File: src/rtl/serial_subtractor.sv
// serial_subtractor
// Bit-serial unsigned subtractor computing DIFF = A - B - BIN over WIDTH bits.
// One full-subtractor cell is time-shared across all bit positions. It handles
// one bit per clock, LSB first, and keeps the borrow in a flip-flop between
// bits. The latency from the accepting START edge to DONE is WIDTH+1 clocks.
// The block can accept a new operation every WIDTH+2 clocks.
//
// Optional feature:
//   SERIAL_SUB_SAT_EN  - when defined, a result that underflows is clamped to 0.
//                        BOUT still reports the borrow.
//
// Parameters:
//   WIDTH  operand/result width in bits (1..64)
//
// Ports:
//   CLK    in   rising-edge clock
//   RST    in   synchronous active-high reset
//   START  in   operation request; sampled only while BUSY=0
//   A      in   minuend, captured on an accepted START
//   B      in   subtrahend, captured on an accepted START
//   BIN    in   borrow-in, captured on an accepted START
//   BUSY   out  high while an operation is in progress
//   DONE   out  one-cycle pulse when a new result is written
//   DIFF   out  difference, held between completions
//   BOUT   out  final borrow-out (A < B+BIN), held
//   ZERO   out  DIFF==0, held

module serial_subtractor #(
  parameter int unsigned WIDTH = 8
) (
  input  logic             CLK,
  input  logic             RST,
  input  logic             START,
  input  logic [WIDTH-1:0] A,
  input  logic [WIDTH-1:0] B,
  input  logic             BIN,
  output logic             BUSY,
  output logic             DONE,
  output logic [WIDTH-1:0] DIFF,
  output logic             BOUT,
  output logic             ZERO
);

  localparam int unsigned CW = $clog2(WIDTH + 1);

  typedef enum logic [1:0] {
    S_IDLE = 2'd0,
    S_RUN  = 2'd1,
    S_FIN  = 2'd2
  } state_t;

  // State and datapath registers
  state_t           r_state;
  logic [WIDTH-1:0] r_sa;
  logic [WIDTH-1:0] r_sb;
  logic [WIDTH-1:0] r_res;
  logic             r_br;
  logic [CW-1:0]    r_cnt;
  logic             r_busy;
  logic             r_done;
  logic [WIDTH-1:0] r_diff;
  logic             r_bout;
  logic             r_zero;

  // Next-state values
  state_t           w_state_nxt;
  logic [WIDTH-1:0] w_sa_nxt;
  logic [WIDTH-1:0] w_sb_nxt;
  logic [WIDTH-1:0] w_res_nxt;
  logic             w_br_nxt;
  logic [CW-1:0]    w_cnt_nxt;
  logic             w_busy_nxt;
  logic             w_done_nxt;
  logic [WIDTH-1:0] w_diff_nxt;
  logic             w_bout_nxt;
  logic             w_zero_nxt;

  // Full-subtractor cell for the current bit
  logic             w_a;
  logic             w_b;
  logic             w_d;
  logic             w_borrow;
  logic             w_last_bit;
  logic [WIDTH-1:0] w_res_shift;

  assign w_a      = r_sa[0];
  assign w_b      = r_sb[0];
  assign w_d      = w_a ^ w_b ^ r_br;
  assign w_borrow = (~w_a & w_b) | (~(w_a ^ w_b) & r_br);

  // Set on the edge that processes the MSB
  assign w_last_bit = (r_cnt == CW'(WIDTH - 1));

  // Shift the new difference bit into the result MSB. Using shifts instead
  // of slices keeps WIDTH=1 legal.
  assign w_res_shift = (r_res >> 1) | (WIDTH'(w_d) << (WIDTH - 1));

  // Next-state and output decode
  always_comb begin
    w_state_nxt = r_state;
    w_sa_nxt    = r_sa;
    w_sb_nxt    = r_sb;
    w_res_nxt   = r_res;
    w_br_nxt    = r_br;
    w_cnt_nxt   = r_cnt;
    w_busy_nxt  = r_busy;
    w_done_nxt  = 1'b0;
    w_diff_nxt  = r_diff;
    w_bout_nxt  = r_bout;
    w_zero_nxt  = r_zero;

    case (r_state)
      S_IDLE: begin
        if (START) begin
          w_sa_nxt    = A;
          w_sb_nxt    = B;
          w_br_nxt    = BIN;
          w_cnt_nxt   = '0;
          w_busy_nxt  = 1'b1;
          w_state_nxt = S_RUN;
        end
      end

      S_RUN: begin
        w_sa_nxt  = r_sa >> 1;
        w_sb_nxt  = r_sb >> 1;
        w_br_nxt  = w_borrow;
        w_res_nxt = w_res_shift;
        w_cnt_nxt = r_cnt + CW'(1);
        if (w_last_bit) begin
          w_state_nxt = S_FIN;
        end
      end

      S_FIN: begin
        w_diff_nxt  = r_res;
        w_bout_nxt  = r_br;
        w_zero_nxt  = (r_res == '0);
`ifdef SERIAL_SUB_SAT_EN
        // An underflow clamps the result to zero. BOUT still flags the clamp.
        if (r_br) begin
          w_diff_nxt = '0;
          w_zero_nxt = 1'b1;
        end
`endif
        w_done_nxt  = 1'b1;
        w_busy_nxt  = 1'b0;
        w_state_nxt = S_IDLE;
      end

      default: begin
        w_busy_nxt  = 1'b0;
        w_state_nxt = S_IDLE;
      end
    endcase
  end

  // State and output registers; reset wins over everything, including a run
  always_ff @(posedge CLK) begin
    if (RST) begin
      r_state <= S_IDLE;
      r_sa    <= '0;
      r_sb    <= '0;
      r_res   <= '0;
      r_br    <= 1'b0;
      r_cnt   <= '0;
      r_busy  <= 1'b0;
      r_done  <= 1'b0;
      r_diff  <= '0;
      r_bout  <= 1'b0;
      r_zero  <= 1'b0;
    end else begin
      r_state <= w_state_nxt;
      r_sa    <= w_sa_nxt;
      r_sb    <= w_sb_nxt;
      r_res   <= w_res_nxt;
      r_br    <= w_br_nxt;
      r_cnt   <= w_cnt_nxt;
      r_busy  <= w_busy_nxt;
      r_done  <= w_done_nxt;
      r_diff  <= w_diff_nxt;
      r_bout  <= w_bout_nxt;
      r_zero  <= w_zero_nxt;
    end
  end

  assign BUSY = r_busy;
  assign DONE = r_done;
  assign DIFF = r_diff;
  assign BOUT = r_bout;
  assign ZERO = r_zero;

endmodule

File: config.mk
export PLATFORM = sky130hd
export DESIGN_NAME = serial_subtractor
export DESIGN_NICKNAME = d
export VERILOG_FILES = /design/src/rtl/serial_subtractor.sv
export SDC_FILE = /design/constraint.sdc
export NUM_CORES = 1
export LEC_CHECK = 0
export CORE_MARGIN = 3
export CORE_UTILIZATION = 40
export DETAILED_ROUTE_END_ITERATION = 6
export SYNTH_ARGS = -nofsm -noshare
export SYNTH_HDL_FRONTEND = slang
export SYNTH_SLANG_ARGS = --single-unit
File: constraint.sdc
create_clock -name CLK -period 1.3 [get_ports CLK]
set_input_delay 0.26 -clock CLK [delete_from_list [all_inputs] [get_ports CLK]]
set_output_delay 0.26 -clock CLK [all_outputs]
set_load 0.01 [all_outputs]
==> flow_summary.yaml <==
placement:
  placedCellCount: 288
  placed_cell_area_sq_um: 2160
  dp_hpwl_mm: 2.64
  gp_congestion: 0.808
  portBuffers: 31
drt:
  drt_wl_total_mm: 3.68
  wl_met3_microns: 142
  dr.pass1.iters: 4
  routedWlPerCell_microns: 12.4
  drc: 0
  viasPerCell: 5.11
  wl_met2_mm: 1.77
  wl_met1_mm: 1.72
  dr.max_layer_used: "met4"
  drt_iter0_drc: 56
  via_count: 1513
  ant_nets: 0
finish:
  final_design_area_no_fill_sq_um: 2250
  drive_above_1_share_pct: 12.6
  layout.nets: 267
  syn_to_final_growth_pct: 26.0
  antenna_cells: 0
  final_cells: 296
grt:
  antenna_found_initial: 0
  grt_overflow: 0
  grt_pass1_vias: 1402
  grt_max_degree: 22
  grt_pass1_wl_mm: 6.40
  grt_use_total_pct: 15.2
worst_setup_path:
  regToRegSetupSlack_ns: 0.07
  required_ns: 1.50
  critical_path.max_fanout: 10
  crit_type: "input pin to flip-flop"
  cp.arrival_ns: 1.43
  setup.worst_path.end_class: "flip-flop"
  cp-start-kind: "input pin"
clock_network:
  ctsHtreeMaxLevel: 2
  cts.sinks: 43
  clk_pin_slew_ns: 0.07
  post-cts-setup-buffers: 0
  clock_latency_ns: 0.29
  cts_tree: "done"
  clock-root-buffer: "clkbuf_8"
  clockBufferDepth: 2
  cts_buffers: 5
sta:
  setup_viol: 0
  hold_violations: 0
  fin_crit_sh_pct: 94.2
  finalMaxSlewViolations: 0
  finClkSkew_ns: 0.00446
  relSlewSlack_pct: 81.6
  grt_setup_unrepaired: "false"
  fin_tns_setup_ns: 0
  period_needed_ns: 1.23
  holdWs_ns: 0.449
  timing.fmax_mhz: 816
  worst_slew_pin_slew_ns: 0.274
power:
  leakagePower_nw: 0.894
  p_per_area_nw_per_um2: 1130
  ir_drop_mv: 0.587
  power_mw: 2.53
yosys:
  ys_ff_latch: 43
  synth_edf_count: 0
  synth_most_common_cell: "nand2_1"
  syn_inst: 208
  synth-main-ff-cell: "dfxtp_1"
  postSynthAreaPerCell_sq_um: 8.57
  ys_seq_area_share_pct: 48.3
  synth_top_area_share_pct: 48.3
  syn-cell-area_sq_um: 1780
  ys_warn_count: 0
  synthDistinctLibCells: 38
  synthArstFlopShare_pct: 0
  synth.top_cells.by_area: "dfxtp_1, nand2_1, a21oi_1"
  synth.net_count: 230
  ys_top_cells_by_count: "nand2_1, dfxtp_1, a21oi_1"
  yosys.area.top_type: "dfxtp_1"
run_status:
  status: "completed"
die:
  fp.dieH_microns: 72.8
  die_x_microns: 72.8
  die-area_sq_um: 5290
  row_count: 23
  core_sq_um: 4140
  io_pins: 32
  start_util_pct: 43.0
run:
  drv_cap: 0
min_path:
  hold_class: "flip-flop to flip-flop"
==> worst max-delay path, stage by stage <==
cell and delay (ns):
clkdlybuf4s50_1 0.42, buf_4 0.16, o21bai_2 0.14, buf_6 0.16, a21oi_1 0.05, a211oi_1 0.23
==> registers in the layout (all words and copies together), names as in the netlist <==
register,count
r_sb,8
r_br,1
r_sa,8
DIFF,8
BOUT,1
BUSY,1
r_cnt,4
DONE,1
r_res,8
r_state,2
ZERO,1
==> metal layers <==
layer | GRT usage (%) | vias to the layer above
li1 | - | 785
met1 | 19.4 | 696
met2 | 24.6 | 26
met3 | 4.41 | 6
met4 | 4.92 | 0
met5 | 0 | -
==> report_power, final <==
group | internal, mW | switching (mW) | total (mW)
combinational | 0.166 | 0.154 | 0.320
clock | 0.377 | 0.426 | 0.803
sequential | 1.37 | 0.0353 | 1.41
==> cell families after synthesis <==
logic type	count (synthesis)	share of synthesized area, %
compound gates	59	22.4
fa+ha+maj	2	1.82
buf+inv	21	7.93
flops	43	48.3
simple gates	83	19.6
==> final cells by class <==
class | instances | area (sq um)
well taps | 50 | 62.6
flip-flops and latches | 43 | 863
clock inverters | 1 | 5.00
repair buffers | 46 | 424
multi-input cells | 144 | 796
fillers | 387 | 1900
inverters | 5 | 18.8
clock buffers | 7 | 76.3
==> placed cells by master, fill, tap and decap left out, types with 3 or more instances in the layout <==
cell	synthesis	final
nand2_1	45	45
o22ai_1	3	3
nor2_1	23	23
a21oi_1	25	25
nand3_1	3	3
a22oi_1	3	3
o2bb2ai_1	4	4
clkbuf_8	0	5
dlygate4sd2_1	0	12
dfxtp_1	43	41
a211oi_1	13	11
buf_4	4	13
inv_1	5	5
clkdlybuf4s50_1	0	19
==> worst paths after layout <==
check,start,endpoint,cells past startpoint
hold reg to reg,DIFF[4],DIFF[4],2
hold / removal,DIFF[4],DIFF[4],2
setup / recovery,START,r_sa[5],6
setup reg to reg,r_br,r_br,4
==> repair_timing <==
action	4_1_cts	5_1_grt
hold buffers	0	0
hold endpoints to repair	0	0
resized for setup	13	7
pin swaps	0	1
endpoints found under the setup margin	27	35
==> metrics by stage <==
step	setup WS (ns)	util, %
6_report	0.0750	54.2
5_1_grt	0.00931	54.2
4_1_cts	-0.00678	53.7
3_5_place_dp	-0.270	52.1
3_3_place_gp	-0.205	52.1
2_1_floorplan	0.110	-
(Power assumes the default switching activity.)
